$ cat src/rtl/mvprod_seq_if.sv
// Handshake/bus bundle between mvprod_seq and its upstream stream, VecFIFOs,
// MVProd core and downstream stream. master = sequencer side, slave = surroundings.
interface mvprod_seq_if;
   logic       s_valid;
   logic [7:0] s_data;
   logic       s_ready;
   logic       ififo_wr_en;
   logic [7:0] ififo_wr_data;
   logic       mv_start;
   logic       mv_done;
   logic       ofifo_wrap_rd;
   logic       ofifo_rd_en;
   logic [7:0] ofifo_rd_data;
   logic       m_valid;
   logic [7:0] m_data;
   logic       m_ready;
   logic       busy;
   logic       vec_done;
   logic       timeout_err;

   modport master (
      input  s_valid, s_data, mv_done, ofifo_rd_data, m_ready,
      output s_ready, ififo_wr_en, ififo_wr_data, mv_start, ofifo_wrap_rd,
             ofifo_rd_en, m_valid, m_data, busy, vec_done, timeout_err
   );

   modport slave (
      output s_valid, s_data, mv_done, ofifo_rd_data, m_ready,
      input  s_ready, ififo_wr_en, ififo_wr_data, mv_start, ofifo_wrap_rd,
             ofifo_rd_en, m_valid, m_data, busy, vec_done, timeout_err
   );
endinterface

$ cat src/rtl/mvprod_seq.sv
// Sequencer: loads one input vector into the VecFIFO, kicks MVProd, drains the result.
// Optional compute watchdog with ERR state enabled by macro MVPROD_SEQ_TIMEOUT_EN.
module mvprod_seq #(
   parameter int VecElements   = 8,
   parameter int OutVecLength  = 8,
   parameter int TimeoutCycles = 1024
) (
   input  logic         clk_in,
   input  logic         rst_n_in,
   mvprod_seq_if.master bus
);
   typedef enum logic [2:0] {
      IDLE    = 3'd0,
      LOAD    = 3'd1,
      START   = 3'd2,
      COMPUTE = 3'd3,
      WRAP    = 3'd4,
      DRAIN   = 3'd5
`ifdef MVPROD_SEQ_TIMEOUT_EN
      , ERR   = 3'd6
`endif
   } state_t;

   localparam logic [7:0] IN_LAST  = 8'(VecElements - 1);
   localparam logic [7:0] OUT_LAST = 8'(OutVecLength - 1);

   if (VecElements < 1 || VecElements > 255) begin : g_bad_vec
      $error("mvprod_seq: VecElements out of range 1..255");
   end
   if (OutVecLength < 1 || OutVecLength > 255) begin : g_bad_out
      $error("mvprod_seq: OutVecLength out of range 1..255");
   end
   if (TimeoutCycles < 1 || TimeoutCycles > 65535) begin : g_bad_to
      $error("mvprod_seq: TimeoutCycles out of range 1..65535");
   end

   state_t     state_r, state_s;
   logic [7:0] in_cnt_r, out_cnt_r;
   logic       vec_done_r;
   logic       s_ready_s, wr_en_s, mv_start_s, wrap_s, rd_en_s, m_valid_s, busy_s, last_out_s;
   logic [7:0] wr_data_s, m_data_s;

`ifdef MVPROD_SEQ_TIMEOUT_EN
   localparam logic [15:0] TO_LAST = 16'(TimeoutCycles - 1);
   logic [15:0] wd_r;
`endif

   // Next-state and per-state output decode.
   always_comb begin
      state_s    = state_r;
      s_ready_s  = 1'b0;
      wr_en_s    = 1'b0;
      wr_data_s  = 8'd0;
      mv_start_s = 1'b0;
      wrap_s     = 1'b0;
      rd_en_s    = 1'b0;
      m_valid_s  = 1'b0;
      m_data_s   = 8'd0;
      busy_s     = 1'b1;
      last_out_s = 1'b0;
      case (state_r)
         IDLE: begin
            busy_s    = 1'b0;
            s_ready_s = 1'b1;
            // Gated by reset so no write leaks out while rst_n_in is low.
            wr_en_s   = bus.s_valid && rst_n_in;
            wr_data_s = rst_n_in ? bus.s_data : 8'd0;
            if (wr_en_s) begin
               state_s = (VecElements == 1) ? START : LOAD;
            end else begin
               state_s = IDLE;
            end
         end
         LOAD: begin
            s_ready_s = 1'b1;
            wr_en_s   = bus.s_valid;
            wr_data_s = bus.s_data;
            if (bus.s_valid && (in_cnt_r == IN_LAST)) begin
               state_s = START;
            end else begin
               state_s = LOAD;
            end
         end
         START: begin
            mv_start_s = 1'b1;
            state_s    = COMPUTE;
         end
         COMPUTE: begin
            if (bus.mv_done) begin
               state_s = WRAP;
`ifdef MVPROD_SEQ_TIMEOUT_EN
            end else if (wd_r == TO_LAST) begin
               state_s = ERR;
`endif
            end else begin
               state_s = COMPUTE;
            end
         end
         WRAP: begin
            wrap_s  = 1'b1;
            state_s = DRAIN;
         end
         DRAIN: begin
            m_valid_s = 1'b1;
            m_data_s  = bus.ofifo_rd_data;
            rd_en_s   = bus.m_ready;
            if (bus.m_ready && (out_cnt_r == OUT_LAST)) begin
               last_out_s = 1'b1;
               state_s    = IDLE;
            end else begin
               state_s = DRAIN;
            end
         end
`ifdef MVPROD_SEQ_TIMEOUT_EN
         ERR: begin
            state_s = ERR;
         end
`endif
         default: begin
            state_s = IDLE;
         end
      endcase
   end

   // State, byte counters and the registered completion pulse.
   always_ff @(posedge clk_in or negedge rst_n_in) begin
      if (!rst_n_in) begin
         state_r    <= IDLE;
         in_cnt_r   <= 8'd0;
         out_cnt_r  <= 8'd0;
         vec_done_r <= 1'b0;
      end else begin
         state_r    <= state_s;
         vec_done_r <= last_out_s;
         if (state_r == IDLE) begin
            in_cnt_r <= wr_en_s ? 8'd1 : 8'd0;
         end else if ((state_r == LOAD) && wr_en_s) begin
            in_cnt_r <= in_cnt_r + 8'd1;
         end else begin
            in_cnt_r <= in_cnt_r;
         end
         if (state_r == IDLE) begin
            out_cnt_r <= 8'd0;
         end else if (rd_en_s) begin
            out_cnt_r <= out_cnt_r + 8'd1;
         end else begin
            out_cnt_r <= out_cnt_r;
         end
      end
   end

`ifdef MVPROD_SEQ_TIMEOUT_EN
   // Watchdog counts consecutive COMPUTE cycles and restarts outside COMPUTE.
   always_ff @(posedge clk_in or negedge rst_n_in) begin
      if (!rst_n_in) begin
         wd_r <= 16'd0;
      end else if (state_r == COMPUTE) begin
         wd_r <= wd_r + 16'd1;
      end else begin
         wd_r <= 16'd0;
      end
   end

   assign bus.timeout_err = (state_r == ERR);
`else
   assign bus.timeout_err = 1'b0;
`endif

   assign bus.s_ready       = s_ready_s;
   assign bus.ififo_wr_en   = wr_en_s;
   assign bus.ififo_wr_data = wr_data_s;
   assign bus.mv_start      = mv_start_s;
   assign bus.ofifo_wrap_rd = wrap_s;
   assign bus.ofifo_rd_en   = rd_en_s;
   assign bus.m_valid       = m_valid_s;
   assign bus.m_data        = m_data_s;
   assign bus.busy          = busy_s;
   assign bus.vec_done      = vec_done_r;
endmodule
$ cat src/flat_wrapper.sv
// flat-port wrapper written by rule: the top's interface ports become plain ports
module mvprod_seq_flat 
#(
   parameter int VecElements   = 8,
   parameter int OutVecLength  = 8,
   parameter int TimeoutCycles = 1024
)
  (clk_in, rst_n_in, bus_s_valid, bus_s_data, bus_mv_done, bus_ofifo_rd_data, bus_m_ready, bus_s_ready, bus_ififo_wr_en, bus_ififo_wr_data, bus_mv_start, bus_ofifo_wrap_rd, bus_ofifo_rd_en, bus_m_valid, bus_m_data, bus_busy, bus_vec_done, bus_timeout_err);
  mvprod_seq_if bus_i ();
  input  logic clk_in;
  input  logic rst_n_in;
  input wire logic [$bits(bus_i.s_valid)-1:0] bus_s_valid;
  input wire logic [$bits(bus_i.s_data)-1:0] bus_s_data;
  input wire logic [$bits(bus_i.mv_done)-1:0] bus_mv_done;
  input wire logic [$bits(bus_i.ofifo_rd_data)-1:0] bus_ofifo_rd_data;
  input wire logic [$bits(bus_i.m_ready)-1:0] bus_m_ready;
  output wire logic [$bits(bus_i.s_ready)-1:0] bus_s_ready;
  output wire logic [$bits(bus_i.ififo_wr_en)-1:0] bus_ififo_wr_en;
  output wire logic [$bits(bus_i.ififo_wr_data)-1:0] bus_ififo_wr_data;
  output wire logic [$bits(bus_i.mv_start)-1:0] bus_mv_start;
  output wire logic [$bits(bus_i.ofifo_wrap_rd)-1:0] bus_ofifo_wrap_rd;
  output wire logic [$bits(bus_i.ofifo_rd_en)-1:0] bus_ofifo_rd_en;
  output wire logic [$bits(bus_i.m_valid)-1:0] bus_m_valid;
  output wire logic [$bits(bus_i.m_data)-1:0] bus_m_data;
  output wire logic [$bits(bus_i.busy)-1:0] bus_busy;
  output wire logic [$bits(bus_i.vec_done)-1:0] bus_vec_done;
  output wire logic [$bits(bus_i.timeout_err)-1:0] bus_timeout_err;
  assign bus_i.s_valid = bus_s_valid;
  assign bus_i.s_data = bus_s_data;
  assign bus_i.mv_done = bus_mv_done;
  assign bus_i.ofifo_rd_data = bus_ofifo_rd_data;
  assign bus_i.m_ready = bus_m_ready;
  assign bus_s_ready = bus_i.s_ready;
  assign bus_ififo_wr_en = bus_i.ififo_wr_en;
  assign bus_ififo_wr_data = bus_i.ififo_wr_data;
  assign bus_mv_start = bus_i.mv_start;
  assign bus_ofifo_wrap_rd = bus_i.ofifo_wrap_rd;
  assign bus_ofifo_rd_en = bus_i.ofifo_rd_en;
  assign bus_m_valid = bus_i.m_valid;
  assign bus_m_data = bus_i.m_data;
  assign bus_busy = bus_i.busy;
  assign bus_vec_done = bus_i.vec_done;
  assign bus_timeout_err = bus_i.timeout_err;
  mvprod_seq #(.VecElements(VecElements), .OutVecLength(OutVecLength), .TimeoutCycles(TimeoutCycles)) u_core (.clk_in(clk_in), .rst_n_in(rst_n_in), .bus(bus_i));
endmodule
$ cat config.mk
export PLATFORM = sky130hd
export DESIGN_NAME = mvprod_seq_flat
export DESIGN_NICKNAME = d
export VERILOG_FILES = /design/src/rtl/mvprod_seq_if.sv /design/src/rtl/mvprod_seq.sv /design/src/flat_wrapper.sv
export SDC_FILE = /design/constraint.sdc
export NUM_CORES = 1
export LEC_CHECK = 0
export BUFFER_PORTS_ARGS = -buffer_cell sky130_fd_sc_hd__buf_2
export CAP_MARGIN = 20
export CORE_ASPECT_RATIO = 0.8
export CORE_MARGIN = 2
export CORE_UTILIZATION = 33
export DETAILED_ROUTE_END_ITERATION = 8
export GPL_TIMING_DRIVEN = 0
export HOLD_SLACK_MARGIN = 0.1
export PLACE_DENSITY = 0.64
export SLEW_MARGIN = 0
export SYNTH_ARGS = -nofsm -noshare
export SYNTH_HDL_FRONTEND = slang
export SYNTH_SLANG_ARGS = --single-unit
$ cat constraint.sdc
create_clock -name clk_in -period 3.3 [get_ports clk_in]
set_clock_uncertainty 0.2 [all_clocks]
set_input_delay 0.825 -clock clk_in [delete_from_list [all_inputs] [get_ports clk_in]]
set_output_delay 0.825 -clock clk_in [all_outputs]
set_load 0.01 [all_outputs]
# Yosys cells after proc, flatten, opt, wreduce, memory -nomap -nowiden
# Index checks and enable logic that the tools add are counted.
# totals
ff_bits	20
out_inout_bits	25
# op_classes
n_reduce_logical	8
eq_ne	7
muxes	22
addsub	2
# ops
operator	count
$mux 8	6
$pmux 3 s6	1
$add 8x1->8 const B	2
$eq 8x3->1 const B	2
$pmux 8 s2	1
$mux 1	10
$eq 3x2->1 const B	2
$eq 3x3->1 const B	2
$mux 3	2
$logic_and 1x1->1	4
$reduce_bool 2->1	2
$eq 3x1->1 const B	1
$logic_not 3->1	1
$mux 2	1
$pmux 1 s2	1
$reduce_or 2->1	1

# Depth between registers and ports, before layout
# Gate-level depths: netlist of the first run.
# logic_depth
word_depth	5
ltp_mapped	6
ltp_nobuf	5

# Least setup slack after synthesis of the first run
# No wires, ideal clock.
# synth_path
kind	reg2out
start	register u_core.state_r[1]
end	output bus_ififo_wr_data[0]
n_path_buf	2
slack_ns	0.908
arrival_time_ns	1.367
path_stages_with_launch	6
cell_sequence	dfrtp_1 > clkbuf_2 > or2_1 > buf_2 > nor2_1 > and2_1
# synth_between
elab_chain_cells	2
word_cells_on_any_way	3
classes_between	eq/ne: 1; mux: 1; reduce/logical: 1
# synth_lines
item	line	source
from (decl)	mvprod_seq.sv:37	state_t state_r, state_s;
from (signal assigned)	mvprod_seq.sv:133	state_r <= state_s;
$eq 3x1->1 or $logic_not 3->1 (tied branches)	mvprod_seq.sv:61	case (state_r)
$pmux 8 s2 *	mvprod_seq.sv:61	
to (decl)	flat_wrapper.sv:19	output wire logic [$bits(bus_i.ififo_wr_data)-1:0] bus_ififo_wr_data;
# Every way passes the cells marked *; elsewhere a longest branch is shown, timed or not.

# Worst setup path in the final report of the first run
# layout_path
start	register u_core.state_r[1]
end	output bus_ififo_wr_data[4]
# Same word-level chain as after synthesis.

==> impl_metrics.ini, run 1 <==
[place]
place.gp.congestion = 0.771
postPlaceCellArea_um2 = 1580
dp_worst_setup_slack_ps = 298
hpwl_mm = 2.23
io_buffers = 43
numPlacedInstances = 244

[critical_path]
endpoint_kind = output pin
path_buf_inv = 3
path_cells = clkbuf_2 -> or2_1 -> buf_2 -> nor2_1 -> and2_1 -> buf_2
reg2reg_slack_ps = 1360
reg2reg_from = u_core.state_r[1]$_DFF_PN0_
r2r_end = u_core.out_cnt_r[2]$_DFFE_PN0P_
path_max_fanout = 10
cpMostUsedCell = buf_2
cp_slowest_cell = dfrtp_1
critPathRequiredTime_ps = 2270
crit_arrival_ps = 1980
path_delay_family = simple AND/OR/NAND/NOR gates
r2r_cells = 6
slowest_delay_ps = 380
cp-start-kind = flop
worstSetupPathType = reg -> out

[detailed_routing]
first_pass_iters = 4
ant_nets = 0
drt-wirelength-per-cell_um = 11.9
wl_met2_mm = 1.18
drc = 0
first_iter_violations = 95
wl_met1_mm = 1.55
dr_wl_met3_um = 194
routed_via_density = 4.89
dr.max_layer_used = met4
vias = 1212
drt_wl_total_mm = 2.94

[yosys]
yosys.area.top_type = dfrtp_1
ys_top_cells_by_area = dfrtp_1 39%, and2_1 8.2%, nand2_1 3.2%
muxShareOfSynthArea_pct = 3.09
syn-cell-area_um2 = 1290
syn_avg_cell_area_um2 = 8.87
synth_nets = 169
yosysWarnings = 0
yosysSeqAreaShare_pct = 38.6
ys_ff_latch = 20
synthDominantCellAreaShare_pct = 38.6
synth-compound-area-share_pct = 16.5
yosys.area_share.simple_pct = 34.1
yosys.area_share.adder_pct = 1.93
syn_inst = 146
synthXorXnorAreaFrac_pct = 0.676
yosysUniqueCellTypes = 43
synth_top_family_by_area = simple AND/OR/NAND/NOR gates

[timing]
fin_setup_tns_ps = 0
finalHoldViolations = 0
fmax_mhz = 332
rsz0062_at_grt = no
setup-violations-final = 0
fin_crit_ps = 3010
slew_viol_final = 0
finalCritPeriodShare_pct = 91.1
fin_ws_ps = 292
hold_slack_ps = 323
slew_headroom_pct = 61.6
tightest_slew_ps = 573

[clock_tree]
path_clk_slew_ps = 80
cts_max_level = 1
ctsResizeCount = 0
hold_buffers = 0
clock_latency_ps = 260
clock-sinks = 20
cts_setup_buffers = 0
cts_buffers = 3
cts_root_buf = clkbuf_8
clock_path_buffers = 2
tritoncts = built

[layout]
layout-drive-gt1-share_pct = 30.6
stdcell_area_um2 = 1630
num_antenna_cells = 0
nets = 217
syn2layout_area_growth_pct = 26.2
final_cells = 248
fin_util_pct = 43.2

[floorplanning]
pin_count = 46
start_util_pct = 34.3
die_area_um2 = 4440
die-height_um = 60.0
die_x_um = 74.0
core_um2 = 3780
rows = 20

[pwr]
p_leak_nw = 0.816
peakVddDrop_uv = 289
finalPower_mw = 1.25
powerDensity_nw_per_um2 = 765

[global_route]
grt_pass1_vias = 1042
grt_max_degree = 23
grt_pass1_wl_mm = 4.81
track_usage_pct = 14.2
grt_antenna_before_repair = 0
grt_overflow_total = 0

[worst_hold_path]
hp-class = in -> async

[run]
max_cap_viol_count = 0

[status]
status = finished clean
-- placed cells by master (no fill, tap or decap), drive strengths merged, types with 2 or more instances in the layout --
master  netlist  final
nor2          8      8
mux2i         4      4
nand3         6      6
a31oi         2      2
o31ai         4      4
nand4         4      4
a21oi         8      8
nand2b        3      3
o311ai        2      2
ha            2      2
clkbuf        2      6
nor3          3      3
or3           5      5
inv           6      6
nand4b        2      2
o211ai        4      4
o21ai         5      5
or2           2      2
and2         17     17
buf           5     48
or4           5      5
nand2        11     11
dfrtp        20     20
-- worst max-delay path by stage --
stage / start / end / slack [ps] / cells past startpoint
floorplan: u_core.state_r[1]$_DFF_PN0_ / bus_ififo_wr_data[0] / 910 / 5
global placement: rst_n_in / bus_ififo_wr_data[0] / 310 / 5
detailed placement: rst_n_in / bus_ififo_wr_data[4] / 300 / 5
CTS: rst_n_in / bus_ififo_wr_data[4] / 300 / 5
global route: u_core.state_r[1]$_DFF_PN0_ / bus_ififo_wr_data[4] / 150 / 6
finish: u_core.state_r[1]$_DFF_PN0_ / bus_ififo_wr_data[4] / 290 / 6
-- cells by family after synthesis --
kind of cell    count (synthesis)
simple gates                   73
compound gates                 32
xor+xnor                        1
fa+ha+maj                       2
buf+inv                        13
flops                          20
other cells                     1
mux                             4
-- synthesized netlist by cell type, drive strengths merged --
cell / number
o211ai: 4
o221ai: 1
a21oi: 8
ha: 2
a21bo: 1
nand4b: 2
nand4: 4
conb: 1
o31a: 1
xor2: 1
nor3: 3
a211o: 1
o21bai: 1
inv: 6
buf: 5
or2b: 1
and4b: 1
a21boi: 1
nand2b: 3
or3: 5
nand3b: 1
nor2: 8
nand3: 6
nor4: 1
nor2b: 1
o311ai: 2
nand2: 11
or4: 5
o31ai: 4
mux2i: 4
or2: 2
nor4bb: 1
o21ai: 5
dfrtp: 20
and3: 1
a31oi: 2
o22ai: 1
and2: 17
clkbuf: 2
-- per-layer routing --
metal,track usage (%),vias up
li1,-,623
met1,20.7,549
met2,21.2,38
met3,3.20,2
met4,3.64,0
met5,0,-
-- registers in the layout (all words and copies together) (netlist names) --
| name | flops |
|---|---|
| u_core.state_r | 3 |
| u_core.bus.vec_done | 1 |
| u_core.out_cnt_r | 8 |
| u_core.in_cnt_r | 8 |
-- power breakdown --
group | switching, mW | total (mW) | internal (mW)
registers | 0.0973 | 0.425 | 0.327
clock network | 0.0807 | 0.187 | 0.106
logic | 0.364 | 0.639 | 0.275
total | 0.542 | 1.25 | 0.708
-- area by class of cell --
| type | instances | area, um^2 |
|---|---|---|
| Buffer | 7 | 38.8 |
| Sequential cell | 20 | 500 |
| Inverter | 6 | 22.5 |
| Tap cell | 55 | 68.8 |
| Fill cell | 369 | 2140 |
| Multi-Input combinational cell | 113 | 733 |
| Clock buffer | 4 | 55.1 |
| Timing Repair Buffer | 43 | 215 |
No activity file was read; power rests on OpenSTA's default activity.
==> run 2, diff against run 1 <==
- REMOVE_ABC_BUFFERS: unset -> 1
==> run 2 against run 1 <==
Largest power group unchanged. Total power is 4.7% lower. Wire length up 0.20%. Critical path depth decreased by 2. Largest cell class unchanged. Final cell count shrank 2.8%.
==> impl_metrics.ini, run 2 (synthesis results as in run 1) <==
[timing]
rsz0062_at_grt = no
tightest_slew_ps = 593
finalHoldViolations = 0
setup-violations-final = 0
slew_headroom_pct = 60.4
fmax_mhz = 327
finalCritPeriodShare_pct = 92.8
slew_viol_final = 0
fin_setup_tns_ps = 0
fin_crit_ps = 3060

[detailed_routing]
dr.max_layer_used = met4
drt-wirelength-per-cell_um = 12.2
first_pass_iters = 4
vias = 1201
wl_met2_mm = 1.30
dr_wl_met3_um = 162
routed_via_density = 4.98
drc = 0
wl_met1_mm = 1.47
ant_nets = 0
drt_wl_total_mm = 2.95
first_iter_violations = 62

[clock_tree]
cts_root_buf = clkbuf_8
clock-sinks = 20
tritoncts = built
path_clk_slew_ps = 70
hold_buffers = 0
clock_path_buffers = 2
cts_max_level = 1
ctsResizeCount = 0
clock_latency_ps = 250
cts_buffers = 3
cts_setup_buffers = 0

[critical_path]
cp_slowest_cell = dfrtp_1
path_cells = inv_1 -> nor2_1 -> and2_1 -> buf_2
crit_arrival_ps = 2040
endpoint_kind = output pin
cp-start-kind = flop
slowest_delay_ps = 720
path_max_fanout = 17
worstSetupPathType = reg -> out
critPathRequiredTime_ps = 2270

[pwr]
peakVddDrop_uv = 209
p_clk_share_pct = 13.1
comb_power_share_pct = 47.3
powerDensity_nw_per_um2 = 751
p_sw_mw = 0.528
finalPower_mw = 1.19
p_seq_share_pct = 39.6
p_leak_nw = 0.785
p_int_mw = 0.664
switching_share_pct = 44.3

[floorplanning]
die-height_um = 60.0
rows = 20
start_util_pct = 34.3
pin_count = 46
core_um2 = 3780
die_area_um2 = 4440
die_x_um = 74.0

[global_route]
track_usage_pct = 13.8
grt_max_degree = 23
grt_pass1_vias = 1019
grt_overflow_total = 0
grt_pass1_wl_mm = 4.61
grt_antenna_before_repair = 0

[place]
place.gp.congestion = 0.755
hpwl_mm = 2.14
io_buffers = 44

[layout]
largestRegisters = u_core.in_cnt_r x8, u_core.out_cnt_r x8, u_core.state_r x3
nets = 211
layout_commonest_cell = buf_2
syn2layout_area_growth_pct = 22.5
layout-drive-gt1-share_pct = 28.5
num_antenna_cells = 0
layout.cells.most_common_list = 44 x buf_2, 20 x dfrtp_1, 17 x and2_1, 11 x nand2_1

[status]
status = finished clean

[run]
max_cap_viol_count = 0

[worst_hold_path]
hp-class = in -> async
[run 2: final cells by class]
class / count / area [um^2]
Multi-Input combinational cell: 113 / 733
Timing Repair Buffer: 44 / 220
Inverter: 6 / 22.5
Clock buffer: 3 / 41.3
Sequential cell: 20 / 500
Fill cell: 386 / 2190
Tap cell: 55 / 68.8
[run 2: through the flow]
step	cell area, um^2	instances	hold WS, ps	utilization (%)	worst slack, ps
floorplan	1260	139	286	-	898
global placement	1550	238	320	40.9	292
detailed placement	1550	238	325	40.9	251
CTS	1590	241	338	42.0	204
global route	1590	241	353	42.0	11.2
finish	1590	241	324	42.0	238
[run 2: worst max-delay path, delay by kind of cell, from the launching register on]
kind / cells / cell delay [ps]
flip-flops: 1 / 720
buffers and inverters: 2 / 430
AND/OR/NAND/NOR: 2 / 640
[run 2: power groups by stage]
stage               logic [mW]  clock network (mW)  registers, mW
floorplan                0.398                   0          0.437
global placement         0.558                   0          0.473
detailed placement       0.568                   0          0.476
CTS                      0.571               0.166          0.471
global route             0.639               0.175          0.493
finish                   0.564               0.156          0.472
[run 2: path summary, 6_finish.rpt]
kind                                           startpoint                         endpoint  slack [ps]  depth (start not counted)
max                           u_core.state_r[0]$_DFF_PN0_                    bus_m_data[7]         240                          4
min                                              rst_n_in  u_core.out_cnt_r[2]$_DFFE_PN0P_         320                          1
max reg2reg                   u_core.state_r[2]$_DFF_PN0_  u_core.out_cnt_r[2]$_DFFE_PN0P_        1140                          5
min reg2reg                u_core.in_cnt_r[7]$_DFFE_PN0P_   u_core.in_cnt_r[7]$_DFFE_PN0P_         340                          2
max in group asynchronous                        rst_n_in   u_core.in_cnt_r[0]$_DFFE_PN0P_        2250                          1
min in group clk_in        u_core.in_cnt_r[7]$_DFFE_PN0P_   u_core.in_cnt_r[7]$_DFFE_PN0P_         340                          2
[run 2: metal layers]
| metal | global-route usage (%) | up-vias |
|---|---|---|
| met5 | 0 | - |
| met4 | 3.12 | 0 |
| met3 | 4.05 | 2 |
| met2 | 21.0 | 38 |
| met1 | 19.3 | 550 |
| li1 | - | 611 |
==> run 3, diff against run 2 <==
- GPL_TIMING_DRIVEN: 0 -> unset
- PLACE_DENSITY: 0.64 -> 0.57
- SKIP_CTS_REPAIR_TIMING: unset -> 1
==> run 3 against run 2 <==
Worst setup slack gained 290 ps. Critical endpoint is now bus_ififo_wr_data[3]. Highest routed layer unchanged. Register-to-register slack gained 400 ps. Non-clock buffer count grew 5. Die area is the same.
==> impl_metrics.ini, run 3 (synthesis results as in run 1) <==
[timing]
fmax_mhz = 361
slew_viol_final = 0
fin_ws_ps = 531
finalCritPeriodShare_pct = 83.9
fin_crit_ps = 2770
finalHoldViolations = 0
fin_setup_tns_ps = 0
setup-violations-final = 0
rsz0062_at_grt = no

[global_route]
grt_pass1_vias = 1082
track_usage_pct = 14.4
grt_overflow_total = 0
grt_max_degree = 22
grt_pass1_wl_mm = 4.91
grt_antenna_before_repair = 0

[layout]
nets = 216
num_antenna_cells = 0
stdcell_area_um2 = 1640
largestRegisters = u_core.in_cnt_r x8, u_core.out_cnt_r x8, u_core.state_r x3
fillers = 383
syn2layout_area_growth_pct = 26.5
layout.cells.most_common_list = 44 x buf_2, 20 x dfrtp_1, 17 x and2_1, 11 x nand2_1
layout_commonest_cell = buf_2
layout-drive-gt1-share_pct = 30.7

[clock_tree]
clock_latency_ps = 260
path_clk_slew_ps = 80
tritoncts = built
cts_max_level = 1
cts_buffers = 3
cts_root_buf = clkbuf_8
clock_path_buffers = 2
clock-sinks = 20

[pwr]
p_int_mw = 0.711
comb_power_share_pct = 51.2
p_seq_share_pct = 33.7
powerDensity_nw_per_um2 = 766
p_sw_mw = 0.543
p_clk_share_pct = 15.2
peakVddDrop_uv = 219
switching_share_pct = 43.3
p_leak_nw = 0.817

[floorplanning]
die_x_um = 74.0
start_util_pct = 34.3
die-height_um = 60.0
die_area_um2 = 4440
rows = 20
pin_count = 46
core_um2 = 3780

[detailed_routing]
first_iter_violations = 67
routed_via_density = 5.16
vias = 1274
ant_nets = 0
drt-wirelength-per-cell_um = 12.7
first_pass_iters = 4
drc = 0
dr.max_layer_used = met4
wl_met2_mm = 1.40
drt_wl_total_mm = 3.13
dr_wl_met3_um = 241
wl_met1_mm = 1.46

[place]
dp_worst_setup_slack_ps = 656
place.gp.congestion = 0.804
io_buffers = 44
postPlaceCellArea_um2 = 1580
hpwl_mm = 2.35

[critical_path]
critPathRequiredTime_ps = 2270
endpoint_kind = output pin
crit_arrival_ps = 1740
cp-start-kind = flop
worstSetupPathType = reg -> out
path_max_fanout = 14

[run]
max_cap_viol_count = 0

[status]
status = finished clean

[worst_hold_path]
hp-class = reg -> reg
==> run 3: cell count changes in the layout (fill, tap and decap cells not counted) <==
cell,before,now
clkbuf_8,3,4
buf_4,0,5
==> run 3: critical path, cell delays in order (launching register included) <==
cell	delay (ps)
dfrtp_1	380
or2_1	410
nor2_1	390
and2_1	180
buf_2	120
==> run 3: metrics by stage <==
| stage | cells | util (%) | hold WS (ps) | power [mW] |
|---|---|---|---|---|
| final | 247 | 43.3 | 340 | 1.25 |
| after global routing | 247 | 43.3 | 382 | 1.38 |
| after CTS | 247 | 43.3 | 340 | 1.26 |
| after detailed placement | 243 | 41.9 | 325 | 1.07 |
| after global placement | 243 | 41.9 | 311 | 1.05 |
| after floorplan | 139 | - | 286 | 0.834 |
==> run 3: power by group through the flow <==
stage | Clock [mW] | Combinational, mW | Sequential [mW]
5_1_grt | 0.207 | 0.732 | 0.441
3_3_place_gp | 0 | 0.626 | 0.425
4_1_cts | 0.195 | 0.647 | 0.422
3_5_place_dp | 0 | 0.645 | 0.427
2_1_floorplan | 0 | 0.398 | 0.437
6_report | 0.190 | 0.642 | 0.423
==> run 3: final timing paths <==
check	depth (start not counted)	slack, ps	end	startpoint
worst min-delay path	2	340	u_core.in_cnt_r[7]$_DFFE_PN0P_	u_core.in_cnt_r[7]$_DFFE_PN0P_
min in group asynchronous	2	370	u_core.out_cnt_r[6]$_DFFE_PN0P_	rst_n_in
worst max register to register	3	1540	u_core.state_r[1]$_DFF_PN0_	u_core.in_cnt_r[4]$_DFFE_PN0P_
worst max-delay path	4	530	bus_ififo_wr_data[3]	u_core.state_r[2]$_DFF_PN0_
max in group asynchronous	2	2310	u_core.in_cnt_r[2]$_DFFE_PN0P_	rst_n_in
worst min register to register	2	340	u_core.in_cnt_r[7]$_DFFE_PN0P_	u_core.in_cnt_r[7]$_DFFE_PN0P_
==> run 3: layout make-up <==
class / instances / area (um^2) / share of cell area [%]
multi-input cells: 113 / 733 / 44.8
flip-flops and latches: 20 / 500 / 30.6
repair buffers: 49 / 258 / 15.7
well taps: 55 / 68.8 / 4.20
clock buffers: 4 / 55.1 / 3.36
inverters: 6 / 22.5 / 1.38
==> run 3: layer usage <==
metal	up-vias	GRT usage, %
met5	-	0
met4	0	5.45
met3	2	1.69
met2	54	24.0
met1	597	19.3
li1	621	-
